### src/rtl/genius_pkg.sv
// Shared key-code constants and helpers for the push-button front end.
// Codes follow the physical button order on the board.
package genius_pkg;

  localparam int NUM_KEYS   = 4;
  localparam int KEY_CODE_W = 2;

  typedef enum logic [KEY_CODE_W-1:0] {
    KEY_GREEN  = 2'd0,
    KEY_RED    = 2'd1,
    KEY_YELLOW = 2'd2,
    KEY_BLUE   = 2'd3
  } key_code_e;

  function automatic key_code_e lowest_key(
    input logic [NUM_KEYS-1:0] ev
  );
    key_code_e c;
    c = KEY_GREEN;
    priority case (1'b1)
      ev[0]:   c = KEY_GREEN;
      ev[1]:   c = KEY_RED;
      ev[2]:   c = KEY_YELLOW;
      ev[3]:   c = KEY_BLUE;
      default: c = KEY_GREEN;
    endcase
    return c;
  endfunction

  function automatic logic multi_hot(
    input logic [NUM_KEYS-1:0] v
  );
    return (v & (v - 1'b1)) != '0;
  endfunction

endpackage

### src/rtl/key_input_ctrl_debounce_channel.sv
// One button: 2-flop synchronizer, stability counter, debounced level
// and a one-cycle pulse on each accepted press.
import genius_pkg::*;

module debounce_channel #(
  parameter int DEBOUNCE_CYCLES = 1000000
) (
  input  logic clk_i,
  input  logic rst_i,
  input  logic key_n_i,
  output logic level_o,
  output logic rise_o
);

  localparam int CW =
    (DEBOUNCE_CYCLES > 1) ? $clog2(DEBOUNCE_CYCLES) : 1;
  localparam logic [CW-1:0] CNT_MAX = CW'(DEBOUNCE_CYCLES - 1);

  logic [1:0]    sync_q;
  logic [CW-1:0] cnt_q, cnt_d;
  logic          level_q, level_d;
  logic          rise_q, rise_d;
  logic          synced;

  assign synced = ~sync_q[1];

  always_comb begin
    cnt_d   = '0;
    level_d = level_q;
    rise_d  = 1'b0;
    if (synced != level_q) begin
      if (cnt_q == CNT_MAX) begin
        level_d = synced;
        rise_d  = synced;
      end else begin
        cnt_d = cnt_q + 1'b1;
      end
    end
  end

  always_ff @(posedge clk_i or posedge rst_i) begin
    if (rst_i) begin
      sync_q  <= 2'b11;
      cnt_q   <= '0;
      level_q <= 1'b0;
      rise_q  <= 1'b0;
    end else begin
      sync_q  <= {sync_q[0], key_n_i};
      cnt_q   <= cnt_d;
      level_q <= level_d;
      rise_q  <= rise_d;
    end
  end

  assign level_o = level_q;
  assign rise_o  = rise_q;

endmodule

### src/rtl/key_input_ctrl.sv
// Debounced button front end feeding a one-entry valid/ready key-code
// register with a sticky overrun flag for lost presses.
import genius_pkg::*;

module key_input_ctrl #(
  parameter int DEBOUNCE_CYCLES = 1000000
) (
  input  logic                  CLOCK_50,
  input  logic                  RESET,
  input  logic [NUM_KEYS-1:0]   KEY,
  input  logic                  i_enable,
  input  logic                  i_key_ready,
  output logic                  o_key_valid,
  output logic [KEY_CODE_W-1:0] o_key_code,
  output logic [NUM_KEYS-1:0]   o_keys_level,
  input  logic                  i_clear_overrun,
  output logic                  o_overrun
);

  logic [NUM_KEYS-1:0]   level_w, rise_w, ev;
  logic                  valid_q, valid_d;
  logic [KEY_CODE_W-1:0] code_q, code_d;
  logic                  ovr_q, ovr_d;
  logic                  any_ev, xfer, lost;

  for (genvar k = 0; k < NUM_KEYS; k++) begin : g_ch
    debounce_channel #(
      .DEBOUNCE_CYCLES(DEBOUNCE_CYCLES)
    ) u_ch (
      .clk_i   (CLOCK_50),
      .rst_i   (RESET),
      .key_n_i (KEY[k]),
      .level_o (level_w[k]),
      .rise_o  (rise_w[k])
    );
  end

  assign ev     = rise_w & {NUM_KEYS{i_enable}};
  assign any_ev = |ev;
  assign xfer   = valid_q & i_key_ready;

  always_comb begin
    valid_d = valid_q;
    code_d  = code_q;
    lost    = 1'b0;
    if (any_ev) begin
      // A transfer on this edge frees the slot for the new code.
      if (!valid_q || xfer) begin
        valid_d = 1'b1;
        code_d  = lowest_key(ev);
        lost    = multi_hot(ev);
      end else begin
        lost = 1'b1;
      end
    end else if (xfer) begin
      valid_d = 1'b0;
    end
    if (lost) begin
      ovr_d = 1'b1;
    end else if (i_clear_overrun) begin
      ovr_d = 1'b0;
    end else begin
      ovr_d = ovr_q;
    end
  end

  always_ff @(posedge CLOCK_50 or posedge RESET) begin
    if (RESET) begin
      valid_q <= 1'b0;
      code_q  <= '0;
      ovr_q   <= 1'b0;
    end else begin
      valid_q <= valid_d;
      code_q  <= code_d;
      ovr_q   <= ovr_d;
    end
  end

  assign o_key_valid  = valid_q;
  assign o_key_code   = code_q;
  assign o_keys_level = level_w;
  assign o_overrun    = ovr_q;

endmodule
### config.mk
export PLATFORM = sky130hd
export DESIGN_NAME = key_input_ctrl
export DESIGN_NICKNAME = d
export VERILOG_FILES = /design/src/rtl/genius_pkg.sv /design/src/rtl/key_input_ctrl_debounce_channel.sv /design/src/rtl/key_input_ctrl.sv
export SDC_FILE = /design/constraint.sdc
export NUM_CORES = 1
export LEC_CHECK = 0
export ABC_CLOCK_PERIOD_IN_PS = 7900
export CAP_MARGIN = 40
export CELL_PAD_IN_SITES_DETAIL_PLACEMENT = 2
export CELL_PAD_IN_SITES_GLOBAL_PLACEMENT = 2
export CORE_MARGIN = 10
export CORE_UTILIZATION = 30
export CTS_CLUSTER_DIAMETER = 200
export DETAILED_ROUTE_END_ITERATION = 6
export GPL_ROUTABILITY_DRIVEN = 0
export PLACE_DENSITY = 0.65
export SLEW_MARGIN = 10
export SYNTH_ARGS = -nofsm -noshare
export SYNTH_HDL_FRONTEND = slang
export SYNTH_SLANG_ARGS = --single-unit
### constraint.sdc
create_clock -name CLOCK_50 -period 7.9 [get_ports CLOCK_50]
set_clock_uncertainty 0.15 [all_clocks]
set_input_delay 1.185 -clock CLOCK_50 [delete_from_list [all_inputs] [get_ports CLOCK_50]]
set_output_delay 1.185 -clock CLOCK_50 [all_outputs]
set_load 0.05 [all_outputs]
==> run metrics <==
met2 usage=19.0%; worst hold path class=flop to flop; Post-Synthesis Cells=474; Synth Area in Simple Gates=25.6%; final hold vios=0; Largest stage delay, worst path=850 ps; port bufs=16; initial antenna violation count=0; EDFF count, synth=0; largest net degree at the start of global routing=49; Iteration-0 DRC Markers=194; global route hottest layer=met2; layout cell share with drive strength beyond 1=7.71%; worst path cell trace=clkdlybuf4s50_1; asr flop ratio synth=100%; Area Growth Syn to Fin=14.1%; clk buf depth=2; vias after detailed routing=3,695; area leader, netlist=dfrtp_1; Synth top area share=47.8%; Crit path buffers/inverters=1; row count=46; Filler Cell Count=1,730; critical path class=flop to output pin; R2R Setup Slk=5450 ps; Initial Utilization=30.4%; Post-Synth XOR/XNOR Area=9.65%; CTS Root Cell=clkbuf_16; GR Overflow Total=0; fin nets=501; Netlist cell types=42; flops & latches, synth=100; WHS Endpoint=g_ch[1].u_ch.sync_q[1]; Setup TNS=0 ps; max_cap viols=0; Worst Reg2Reg Path Length in Cells=4; CORE AREA=15,800 um^2; CP max-delay cell=clkdlybuf4s50_1; YS warnings=0; CTS Sinks=100; vias in the first global route=4,037; RSZ-0062 raised after global routing=false; FF-to-FF Start=g_ch[3].u_ch.cnt_q[2]; most common cell after layout, fill and taps aside=dfrtp_1; Die Width=147 um; multiplexer share of the synthesized area=0%; CTS resizes=0; global routing usage on met3=2.50%; # hold bufs at CTS=0; fin. max-slew vios=0; crit-path max FO=2; die span in y=147 um; Setup crit start kind=flop; vias per cell=5.21; DR WL/cell=17.3 um; final core utilization=34.7%; Multi-input gate area=2170 um^2; Setup violations, final=0; Clk pin slew, worst setup/hold paths=70 ps; Slew headroom=42.0%; Tot GR Track Use=11.9%; fin crit share=37.3%; IO Pins=17; DR DRC count=0; minimum clock period=2950 ps; Seq/Total Area, Yosys=52.2%; placed cell area=5200 um^2; Max IR drop VDD=101 uV; CTS tree=built; ANT nets after route=0; hpwl dp=8550 um; Synth area leaders=dfrtp_1, xnor2_1, nor2_1, dfstp_2, xor2_1; top_reg_cell synth=dfrtp_1; post-synthesis compound-gate area fraction=8.92%; Antenna diodes=0; outcome=completed; Die Footprint=21,500 um^2; Hold Path Depth=0; Pwr Density=181 nW/um^2; Storage cell area=2510 um^2; H-tree levels=3; DRT Wirelength=12,200 um; Top delay family on crit path=buffers and inverters; Syn Nets=487; Num CTS Buffers=9; clock latency on the worst-skew pair=350 ps; post-CTS setup buffers=0; Worst setup EP type=output pin; max frequency=339 MHz; Initial DRT Pass Iterations=4; commonest non-fill, non-tap cells in the layout=dfrtp_1, nor2_1, nand3_1; Lkg Pwr=2.10 nW; hold path startpoint=g_ch[1].u_ch.sync_q[0]; mapped cell area=4810 um^2; first-pass GRT wire length=21,000 um; GR Util met1=15.4%; Avg Inst Size Synth=10.2 um^2; Data required, critical path=6570 ps; adder-cell share of the synthesized area=1.04%; main combinational cell family by area after synthesis=simple AND/OR/NAND/NOR gates; Final Instance Area=5490 um^2; Worst EP arrival=1610 ps; Least-Margin Pin Slew=870 ps; RR Endpoint=g_ch[3].u_ch.cnt_q[12]
## worst max path at each step
| stage | start | to | slack [ps] | cells after the start |
|---|---|---|---|---|
| 3_5_place_dp | RESET | g_ch[3].u_ch.sync_q[0] | 5070 | 4 |
| 3_3_place_gp | RESET | g_ch[3].u_ch.cnt_q[12] | 4870 | 3 |
| 6_report | o_key_code[0] | o_key_code[0] | 4950 | 1 |
| 2_1_floorplan | RESET | g_ch[0].u_ch.cnt_q[0] | 3960 | 1 |
| 4_1_cts | g_ch[2].u_ch.level_o | o_keys_level[2] | 4940 | 1 |
| 5_1_grt | g_ch[0].u_ch.level_o | o_keys_level[0] | 4880 | 1 |
## flip-flops by register name, summed over array words and instances, names as in the netlist
signal and cells:
g_ch.u_ch.sync_q 8, g_ch.u_ch.level_o 4, o_key_code 2, o_overrun 1, g_ch.u_ch.rise_o 4, o_key_valid 1, g_ch.u_ch.cnt_q 80
## logic make-up after synthesis
| family | count (synthesis) |
|---|---|
| simple gates | 225 |
| flops | 100 |
| compound gates | 65 |
| xor+xnor | 53 |
| buf+inv | 27 |
| fa+ha+maj | 4 |
## report_power, final
group          switching [W]  total [W]  leakage [nW]  internal, W
clock               0.000199   0.000431         0.142     0.000232
sequential        0.00000745   0.000528          1.36     0.000520
combinational      0.0000238  0.0000364         0.602    0.0000126
total               0.000231   0.000995          2.10     0.000765
## area by class of cell
cell class | instances | area share, %
clock buffer | 11 | 4.60
tap | 216 | 4.92
sequential | 100 | 45.8
inverter | 11 | 0.798
timing repair buffer | 19 | 3.69
clock inverter | 5 | 0.638
multi-input combinational | 347 | 39.6
## Yosys cell counts (10+ instances only)
| master | instances |
|---|---|
| dfrtp_1 | 92 |
| nor2_1 | 57 |
| nand3_1 | 32 |
| xnor2_1 | 30 |
| a21oi_1 | 24 |
| nand2_1 | 24 |
| xor2_1 | 23 |
| nand4_1 | 20 |
| o21ai_0 | 19 |
| or3_1 | 16 |
| nor4_1 | 12 |
| and3_1 | 11 |
| inv_1 | 11 |
| nor3_1 | 11 |
| o31ai_1 | 10 |
## metrics by stage
stage | worst slack (ps) | total power (W) | cells | hold WS [ps]
after floorplan | 3960 | 0.000558 | 474 | 195
after global placement | 4870 | 0.000573 | 692 | 196
after detailed placement | 5070 | 0.000576 | 693 | 197
after CTS | 4940 | 0.00102 | 709 | 207
after global routing | 4880 | 0.00105 | 709 | 216
final | 4950 | 0.000995 | 709 | 206
## routing by layer
metal,share of wire [%],vias up
li1,-,1729
met1,47,1922
met2,49,28
met3,2.8,16
met4,1.4,0
met5,0,-
Power figures use the tool's default switching activity.
